===== src/rtl/sram_arb_pkg.sv =====
// sram_arb_pkg
//   Shared types for the SRAM port arbiter.
//   - rsp_owner_e      : who the SRAM read data belongs to in the cycle after a grant
//   - STARVE_W         : width of the fetch starvation counter
//   - owner_from_grant : maps the current grant to the owner of next cycle's response
package sram_arb_pkg;

    localparam int STARVE_W = 4;

    typedef enum logic [1:0] {
        NONE  = 2'd0,
        IF    = 2'd1,
        DS_RD = 2'd2,
        DS_WR = 2'd3
    } rsp_owner_e;

    // A fetch granted together with a flush is already cancelled, so its
    // response slot is recorded as unowned and the read data is dropped.
    function automatic rsp_owner_e owner_from_grant(input logic if_grant,
                                                    input logic ds_grant,
                                                    input logic ds_write,
                                                    input logic if_flush);
        if (ds_grant) begin
            return ds_write ? DS_WR : DS_RD;
        end
        if (if_grant && !if_flush) begin
            return IF;
        end
        return NONE;
    endfunction

endpackage


===== src/rtl/sram_arb_grant.sv =====
// sram_arb_grant
//   Purely combinational two-requester priority with starvation override.
//   The data side normally wins; once the fetch side has been denied
//   STARVE_MAX consecutive cycles it is forced to win while it is requesting.
// Ports:
//   grant_en   : global grant enable (low blocks every grant)
//   if_valid   : fetch requester is asking for the SRAM
//   ds_valid   : data requester is asking for the SRAM
//   starve_cnt : consecutive denied fetch cycles so far
//   if_grant   : fetch wins this cycle
//   ds_grant   : data wins this cycle
module sram_arb_grant
    import sram_arb_pkg::*;
#(
    parameter int STARVE_MAX = 4
) (
    input  logic                grant_en,
    input  logic                if_valid,
    input  logic                ds_valid,
    input  logic [STARVE_W-1:0] starve_cnt,
    output logic                if_grant,
    output logic                ds_grant
);

    localparam logic [STARVE_W-1:0] STARVE_LIM = STARVE_W'(STARVE_MAX);

    logic force_if;

    always_comb begin
        force_if = (starve_cnt >= STARVE_LIM);
        // The override only matters when fetch is actually requesting;
        // otherwise data proceeds as usual.
        ds_grant = grant_en && ds_valid && !(force_if && if_valid);
        if_grant = grant_en && if_valid && !ds_grant;
    end

endmodule


===== src/rtl/sram_port_arbiter.sv =====
// sram_port_arbiter
//   Shares one single-ported, 1-cycle-latency synchronous SRAM between the
//   instruction-fetch requester and the data requester. At most one access
//   is granted per cycle; its response is routed to the owner one cycle later.
//
// Handshake: a request is transferred in a cycle where both *_req_valid and
//   *_req_ready are high. ready is combinational from valid and never
//   required before valid; a requester keeps valid and its payload stable
//   until it sees ready. Responses have no ready: *_rsp_valid is a single
//   cycle pulse that must be accepted.
//
// Ports:
//   clk, resetn                 : clock, asynchronous active-low reset
//   if_req_valid/addr/ready     : fetch read request channel
//   if_flush                    : cancels an in-flight or same-cycle fetch response
//   if_rsp_valid/rdata          : fetch response
//   ds_req_valid/we/addr/wdata/ready : data request channel (we == 0 is a read)
//   ds_rsp_valid/rdata          : data response (rdata is 0 for a write ack)
//   sram_en/we/addr/wdata/rdata : SRAM macro interface
//   starve_cnt                  : debug view of the fetch starvation counter
module sram_port_arbiter
    import sram_arb_pkg::*;
#(
    parameter int ADDR_W     = 32,
    parameter int DATA_W     = 32,
    parameter int STARVE_MAX = 4
) (
    input  logic                clk,
    input  logic                resetn,
    input  logic                if_req_valid,
    input  logic [ADDR_W-1:0]   if_req_addr,
    output logic                if_req_ready,
    input  logic                if_flush,
    output logic                if_rsp_valid,
    output logic [DATA_W-1:0]   if_rsp_rdata,
    input  logic                ds_req_valid,
    input  logic [DATA_W/8-1:0] ds_req_we,
    input  logic [ADDR_W-1:0]   ds_req_addr,
    input  logic [DATA_W-1:0]   ds_req_wdata,
    output logic                ds_req_ready,
    output logic                ds_rsp_valid,
    output logic [DATA_W-1:0]   ds_rsp_rdata,
    output logic                sram_en,
    output logic [DATA_W/8-1:0] sram_we,
    output logic [ADDR_W-1:0]   sram_addr,
    output logic [DATA_W-1:0]   sram_wdata,
    input  logic [DATA_W-1:0]   sram_rdata,
    output logic [STARVE_W-1:0] starve_cnt
);

    logic       if_grant;
    logic       ds_grant;
    rsp_owner_e rsp_owner;
    rsp_owner_e rsp_owner_nxt;

    // Grants are gated by resetn so nothing reaches the SRAM while in reset.
    sram_arb_grant #(
        .STARVE_MAX (STARVE_MAX)
    ) u_grant (
        .grant_en   (resetn),
        .if_valid   (if_req_valid),
        .ds_valid   (ds_req_valid),
        .starve_cnt (starve_cnt),
        .if_grant   (if_grant),
        .ds_grant   (ds_grant)
    );

    assign if_req_ready = if_grant;
    assign ds_req_ready = ds_grant;

    always_comb begin
        sram_en    = if_grant || ds_grant;
        sram_we    = '0;
        sram_addr  = '0;
        sram_wdata = '0;
        if (ds_grant) begin
            sram_we    = ds_req_we;
            sram_addr  = ds_req_addr;
            sram_wdata = ds_req_wdata;
        end else if (if_grant) begin
            sram_addr  = if_req_addr;
        end
    end

    // Response owner: state register
    always_ff @(posedge clk or negedge resetn) begin
        if (!resetn) begin
            rsp_owner <= NONE;
        end else begin
            rsp_owner <= rsp_owner_nxt;
        end
    end

    // Response owner: next state, reloaded every cycle from the grant
    always_comb begin
        rsp_owner_nxt = owner_from_grant(if_grant, ds_grant, |ds_req_we, if_flush);
    end

    // Response owner: outputs. A flush arriving in the response cycle still
    // suppresses the fetch response; data responses ignore flush.
    always_comb begin
        if_rsp_valid = 1'b0;
        if_rsp_rdata = '0;
        ds_rsp_valid = 1'b0;
        ds_rsp_rdata = '0;
        case (rsp_owner)
            IF: begin
                if (!if_flush) begin
                    if_rsp_valid = 1'b1;
                    if_rsp_rdata = sram_rdata;
                end
            end
            DS_RD: begin
                ds_rsp_valid = 1'b1;
                ds_rsp_rdata = sram_rdata;
            end
            DS_WR: begin
                ds_rsp_valid = 1'b1;
            end
            default: begin
            end
        endcase
    end

    // Consecutive cycles fetch asked and lost; saturates instead of wrapping
    // so a long denial can never look like a short one.
    always_ff @(posedge clk or negedge resetn) begin
        if (!resetn) begin
            starve_cnt <= '0;
        end else if (!if_req_valid || if_grant) begin
            starve_cnt <= '0;
        end else if (starve_cnt != '1) begin
            starve_cnt <= starve_cnt + 1'b1;
        end
    end

endmodule

===== config.mk =====
export PLATFORM = sky130hd
export DESIGN_NAME = sram_port_arbiter
export DESIGN_NICKNAME = d
export VERILOG_FILES = /design/src/rtl/sram_arb_pkg.sv /design/src/rtl/sram_arb_grant.sv /design/src/rtl/sram_port_arbiter.sv
export SDC_FILE = /design/constraint.sdc
export NUM_CORES = 1
export LEC_CHECK = 0
export ABC_CLOCK_PERIOD_IN_PS = 1700
export BUFFER_PORTS_ARGS = -buffer_cell sky130_fd_sc_hd__buf_2
export CELL_PAD_IN_SITES_DETAIL_PLACEMENT = 1
export CELL_PAD_IN_SITES_GLOBAL_PLACEMENT = 1
export CORE_AREA = 2 2 108 110
export CTS_CLUSTER_SIZE = 8
export DETAILED_ROUTE_END_ITERATION = 10
export DIE_AREA = 0 0 110 112
export GPL_TIMING_DRIVEN = 0
export PLACE_DENSITY_LB_ADDON = 0.12
export SYNTH_ARGS = -nofsm -noshare
export SYNTH_HDL_FRONTEND = slang
export SYNTH_SLANG_ARGS = --single-unit

===== constraint.sdc =====
create_clock -name clk -period 1.7 [get_ports clk]
set_input_delay 0 -clock clk [delete_from_list [all_inputs] [get_ports clk]]
set_output_delay 0 -clock clk [all_outputs]
set_load 0.05 [all_outputs]

* Word level (Yosys, flattened, before mapping) *
Index checks and enable logic that the tools add are counted.

word-level totals
  register bits after elaboration = 6
  word-level logic and storage cells = 43
  input port bits = 137
  output and inout bits = 141

operators by class
  reduce and logical (&&, ||, !) cells = 15
  mux-type cells = 20
  $add $sub $neg = 1
  order comparisons = 1
  equality and inequality tests = 4

operator list
  kind                                                                   count
  32-bit 2-to-1 mux                                                      6
  4-bit 2-to-1 mux                                                       3
  2-bit 2-to-1 mux                                                       4
  1-bit 2-to-1 mux                                                       7
  1-bit logical AND                                                      6
  4-bit by 1-bit adder with 4-bit output, second input constant          1
  2-bit equality test, second input constant                             2
  4-bit by 3-bit >= comparator with 1-bit output, second input constant  1
  1-bit logical NOT                                                      4
  4-bit inequality test, second input constant                           1
  4-bit OR reduction                                                     1
  2-bit by 1-bit equality test with 1-bit output, second input constant  1
  1-bit logical OR                                                       2
  2-bit nonzero test                                                     1
  2-bit OR reduction                                                     1

* Depth between registers and ports, before layout *
  depth after elaboration = 11
  depth in mapped cells = 5
  depth with buffers taken out = 4

* Hierarchy *
A second synthesis with hierarchy kept.

second synthesis, totals
  cell total of the unflattened synthesis = 185
  area total of the unflattened synthesis = 1,391.3 µm²

modules (own cells, without submodules)
  module             sequential area each (µm²)  cells each  times used  area each (µm²)
  sram_port_arbiter  150.1                       180         1           1,367.6
  sram_arb_grant     0.0                         5           1           23.8

* Worst setup path before layout *
No wires, ideal clock.

  kind = reg-to-output
  from = register starve_cnt[2]
  to = output sram_wdata[23]
  setup slack = -0.187 ns
  arrival = 1.887 ns
  stages on the path, launching flop included = 6
  path buffers = 2
  required time = 1.700 ns
  cells stage by stage = dfrtp_1 -> o21ai_1 -> and3_1 -> buf_6 -> buf_2 -> and2_1

between the ends
  cells in the longest elaborated chain, start to end = 5

RTL lines
  element                                         line                      source
  start, declared                                 sram_port_arbiter.sv:48   output logic [STARVE_W-1:0] starve_cnt
  start signal, assigned                          sram_port_arbiter.sv:133  starve_cnt <= starve_cnt + 1'b1;
  4-bit by 3-bit >= comparator with 1-bit output  sram_arb_grant.sv:30      force_if = (starve_cnt >= STARVE_LIM);
  1-bit logical AND                               sram_arb_grant.sv:33      ds_grant = grant_en && ds_valid && !(force_if && if_valid);
  1-bit logical NOT                               sram_arb_grant.sv:33
  1-bit logical AND                               sram_arb_grant.sv:33
  via ds_req_ready                                sram_port_arbiter.sv:40   output logic ds_req_ready,
  32-bit 2-to-1 mux                               sram_port_arbiter.sv:76   if (ds_grant) begin
  end, declared                                   sram_port_arbiter.sv:46   output logic [DATA_W-1:0] sram_wdata,

The timed path passes the listed nets, and every way through them passes these cells.

* Worst setup path after layout *
  from = register starve_cnt[3]
  to = output sram_addr[19]

between the ends
  cells in the longest elaborated chain, start to end = 8

RTL lines
  element                                             line                     source
  4-bit by 3-bit >= comparator with 1-bit output (*)  sram_arb_grant.sv:30
  1-bit logical AND (*)                               sram_arb_grant.sv:33
  1-bit logical NOT (*)                               sram_arb_grant.sv:33
  1-bit logical AND (*)                               sram_arb_grant.sv:33
  1-bit logical NOT                                   sram_arb_grant.sv:34     if_grant = grant_en && if_valid && !ds_grant;
  1-bit logical AND                                   sram_arb_grant.sv:34
  32-bit 2-to-1 mux                                   sram_port_arbiter.sv:80  end else if (if_grant) begin
  32-bit 2-to-1 mux (*)                               sram_port_arbiter.sv:76
  end, declared                                       sram_port_arbiter.sv:45  output logic [ADDR_W-1:0] sram_addr,

Every way passes the cells marked *; elsewhere a longest branch is shown, timed or not.

==> metrics.txt <==
# TYPE chip_impl_metric gauge
chip_impl_metric{name="pwr-share-seq",unit=""} 0.091
chip_impl_info{name="worst_setup_path_startpoint",value="starve_cnt[3]$_DFFE_PN0P_"} 1
chip_impl_info{name="outcome",value="finished clean"} 1
chip_impl_info{name="holdCritPathClass",value="in2reg"} 1
chip_impl_metric{name="fmax",unit="MHz"} 609
chip_impl_metric{name="drt.antenna.violating_nets",unit=""} 0
chip_impl_info{name="worstReg2RegStart",value="starve_cnt[2]$_DFFE_PN0P_"} 1
chip_impl_metric{name="timing.critical_path.fanout_max",unit=""} 10
chip_impl_info{name="netlist.top_cell.by_area",value="and2_1"} 1
chip_impl_metric{name="maxSlewViolCount",unit=""} 0
chip_impl_metric{name="syn_inst",unit=""} 184
chip_impl_metric{name="via_per_inst",unit=""} 4.07
chip_impl_info{name="clock_tree.root_cell",value="clkbuf_16"} 1
chip_impl_info{name="maxUsedRoutingLayer",value="met4"} 1
chip_impl_metric{name="ys_seq_elements",unit=""} 6
chip_impl_info{name="setup.worst_path.end",value="sram_addr[19]"} 1
chip_impl_metric{name="num_rows",unit=""} 39
chip_impl_metric{name="share_comb_of_total_power",unit=""} 0.683
chip_impl_metric{name="numCtsBuffers",unit=""} 3
chip_impl_metric{name="grt_pass1_vias",unit=""} 2547
chip_impl_metric{name="routed_wl",unit="um"} 9610
chip_impl_metric{name="buffer_ports.inserted",unit=""} 277
chip_impl_metric{name="worstRegToRegCells",unit=""} 4
chip_impl_metric{name="arrival",unit="ns"} 1.64
chip_impl_metric{name="initial_utilization",unit=""} 0.119
chip_impl_metric{name="weighted_congestion_at_the_end_of_routability_driven_global_placement",unit=""} 0.747
chip_impl_metric{name="hold-worst-slack",unit="ns"} 0.117
chip_impl_metric{name="insertedDiodeCount",unit=""} 0
chip_impl_metric{name="route.detailed.drc",unit=""} 0
chip_impl_metric{name="die-area",unit="mm2"} 0.0123
chip_impl_metric{name="ys.warnings.count",unit=""} 0
chip_impl_info{name="mostFrequentLayoutCell",value="buf_2"} 1
chip_impl_metric{name="first_iter_violations",unit=""} 39
chip_impl_metric{name="detailroute.wirelength.met3",unit="um"} 1060
chip_impl_metric{name="grt_pass1_wl",unit="um"} 13300
chip_impl_metric{name="syn2layout_area_growth",unit="%"} 163
chip_impl_info{name="cp-end-kind",value="output pin"} 1
chip_impl_metric{name="mean_area_per_synthesized_cell",unit="um2"} 7.25
chip_impl_metric{name="timing.final.hold_violations",unit=""} 0
chip_impl_metric{name="cts.sink_count",unit=""} 6
chip_impl_metric{name="drv.max_cap_violation_count",unit=""} 0
chip_impl_metric{name="die_w",unit="um"} 110
chip_impl_metric{name="internal-power",unit="mW"} 0.896
chip_impl_info{name="worstSetupStartpointType",value="flip-flop"} 1
chip_impl_metric{name="clock_tree.buffer_depth",unit=""} 2
chip_impl_metric{name="final_area",unit="mm2"} 0.00351
chip_impl_metric{name="via_count",unit=""} 2509
chip_impl_metric{name="cts.reportedPaths.clkPinSlew",unit="ns"} 0.04
chip_impl_metric{name="req_time_crit_path",unit="ns"} 1.70
chip_impl_metric{name="cts.htree.levels",unit=""} 1
chip_impl_metric{name="grt_overflow",unit=""} 0
chip_impl_metric{name="netSwitchingFraction",unit=""} 0.493
chip_impl_metric{name="yosysUniqueCellTypes",unit=""} 25
chip_impl_metric{name="yosys.area.top_type_share",unit=""} 0.469
chip_impl_metric{name="boundaryPins",unit=""} 278
chip_impl_info{name="r2r-end",value="starve_cnt[3]$_DFFE_PN0P_"} 1
chip_impl_metric{name="synth_nets",unit=""} 322
chip_impl_metric{name="final_nets",unit=""} 613
chip_impl_metric{name="period_minus_slack",unit="ns"} 1.64
chip_impl_metric{name="synth.cell_area",unit="mm2"} 0.00133
chip_impl_metric{name="sum_of_met2_wire_segment_lengths_after_detailed_routing",unit="um"} 5430
chip_impl_metric{name="vdd.ir_drop.worst",unit="V"} 0.000368
chip_impl_metric{name="switchingPower",unit="mW"} 0.872
chip_impl_metric{name="antenna_found_initial",unit=""} 0
chip_impl_metric{name="final_min_period_over_clock_period",unit=""} 0.965
chip_impl_metric{name="synth.yosys.seq_area_share",unit=""} 0.113
chip_impl_metric{name="core_area",unit="mm2"} 0.0112
chip_impl_metric{name="finalNonFillerCells",unit=""} 617
chip_impl_metric{name="total_leakage_power",unit="nW"} 2.08
chip_impl_info{name="synthTopCellsByArea",value="and2_1 (47%), a22o_1 (21%), dfrtp_1 (11%)"} 1
chip_impl_metric{name="worst_pin_slew",unit="ns"} 0.557
chip_impl_metric{name="route.layer.met1.wl",unit="um"} 2990
chip_impl_info{name="timing.critical_path.mode_cell",value="buf_6"} 1
chip_impl_metric{name="relSlewSlack",unit=""} 0.625
chip_impl_metric{name="placed_cells",unit=""} 604
chip_impl_info{name="worstPathCellList",value="o21ai_1 > and3_1 > buf_6 > buf_6 > a22o_1 > buf_6"} 1
chip_impl_metric{name="detailed_place.area",unit="mm2"} 0.00292
chip_impl_metric{name="finalClockSkew",unit="ns"} 0.00378
chip_impl_metric{name="layout-drive-gt1-share",unit=""} 0.692
chip_impl_info{name="crit_path_top_delay_cell",value="dfrtp_2"} 1
chip_impl_metric{name="timing.reg2reg.setup_slack",unit="ns"} 0.26
chip_impl_metric{name="powerDensity",unit="mW/mm2"} 503
chip_impl_metric{name="insertion_delay",unit="ns"} 0.23
chip_impl_metric{name="firstDrtPassIters",unit=""} 4
chip_impl_info{name="cts_tree",value="yes"} 1
chip_impl_metric{name="timing.final.setup_violations",unit=""} 0
chip_impl_metric{name="routedWlPerCell",unit="um"} 15.6
chip_impl_info{name="final_cell_mix",value="buf_2 (210), and2_1 (92), buf_6 (63), buf_4 (23), a22o_1 (23)"} 1
chip_impl_info{name="grt_setup_unrepaired",value="true"} 1
chip_impl_metric{name="grt_max_degree",unit=""} 12
chip_impl_info{name="critical_path_class",value="reg2out"} 1
chip_impl_metric{name="die_h",unit="um"} 112
chip_impl_metric{name="place.detailed.hpwl",unit="um"} 8390
chip_impl_metric{name="critical_path.max_stage_delay",unit="ns"} 0.44
chip_impl_metric{name="grt_usage",unit=""} 0.142
chip_impl_metric{name="clock_power_share",unit=""} 0.226
[layer usage]
layer  GRT usage  vias up
met1       0.128     1143
met4      0.0312        0
met5           0        -
met3      0.0328        8
li1            -     1194
met2       0.301      164
[repair_timing]
item,CTS,global route
hold buffers,1,0
hold endpoints to repair,6,0
endpoints found under the setup margin,121,98
setup buffers,4,4
resized for setup,69,96
pin swaps,1,3
[cells in the mapped netlist]
library cell,n
and2_1,100
a22o_1,32
clkbuf_1,8
nor2_1,7
dfrtp_1,6
buf_2,5
buf_6,5
nand2_1,2
nand3_1,2
nor3_1,2
a211oi_1,1
a21o_1,1
a31oi_1,1
and3_1,1
ha_1,1
inv_1,1
mux2i_1,1
nor2_2,1
nor2b_1,1
nor3b_1,1
nor3b_2,1
o21ai_0,1
o21ai_1,1
or4_1,1
xnor2_1,1
[critical path: cells and delay by family, from the launching register on]
kind	cells	cell delay, ns
AND/OR/NAND/NOR	1	0.17
flip-flops	1	0.44
buffers and inverters	3	0.47
AO/OA/AOI/OAI	2	0.33
[worst min path at each step]
stage / from / end / cells past startpoint
2_1_floorplan: resetn / rsp_owner[0]$_DFF_PN0_ / 0
3_3_place_gp: resetn / starve_cnt[1]$_DFFE_PN0P_ / 1
3_5_place_dp: resetn / starve_cnt[1]$_DFFE_PN0P_ / 1
4_1_cts: if_flush / rsp_owner[0]$_DFF_PN0_ / 3
5_1_grt: if_flush / rsp_owner[0]$_DFF_PN0_ / 3
6_report: ds_req_we[3] / rsp_owner[0]$_DFF_PN0_ / 3
[kinds of logic (layout without fill, tap and decap cells)]
group | Yosys count | in the layout | synth area share
xor gates and xnor gates | 1 | 1 | 0.00657
and+or+nand+nor | 119 | 119 | 0.544
DFF | 6 | 6 | 0.113
AOI/OAI and AO/OA | 37 | 37 | 0.234
adders and majority gates | 1 | 1 | 0.00938
muxes | 1 | 1 | 0.00750
buffers and inverters | 19 | 309 | 0.0863
[stage by stage]
stage / TNS (ns) / utilization / worst slack, ns / power, mW
6_report: 0 / 0.314 / 0.0587 / 1.77
5_1_grt: -0.754 / 0.314 / -0.0553 / 1.85
4_1_cts: 0 / 0.288 / 0.000808 / 1.71
3_5_place_dp: -6.61 / 0.262 / -0.252 / 1.24
3_3_place_gp: -5.42 / 0.262 / -0.220 / 1.24
2_1_floorplan: 0 / - / 0.0552 / 0.878
[power by group through the flow]
stage	clock network, mW	registers [mW]	logic [mW]
after floorplan	0	0.176	0.702
after global placement	0	0.161	1.08
after detailed placement	0	0.161	1.08
after CTS	0.409	0.161	1.15
after global routing	0.417	0.163	1.27
final	0.399	0.162	1.21
[layout make-up]
cell class	count	area [um2]
fill	1413	7660
timing repair buffer	286	1850
multi-input combinational	159	1120
tap	143	179
sequential	6	153
buffer	18	133
clock buffer	4	78.8
inverter	1	3.75
[flip-flops by register name (all words and copies together) (netlist names)]
register,cells
starve_cnt,4
rsp_owner,2
Power figures use the tool's default switching activity.
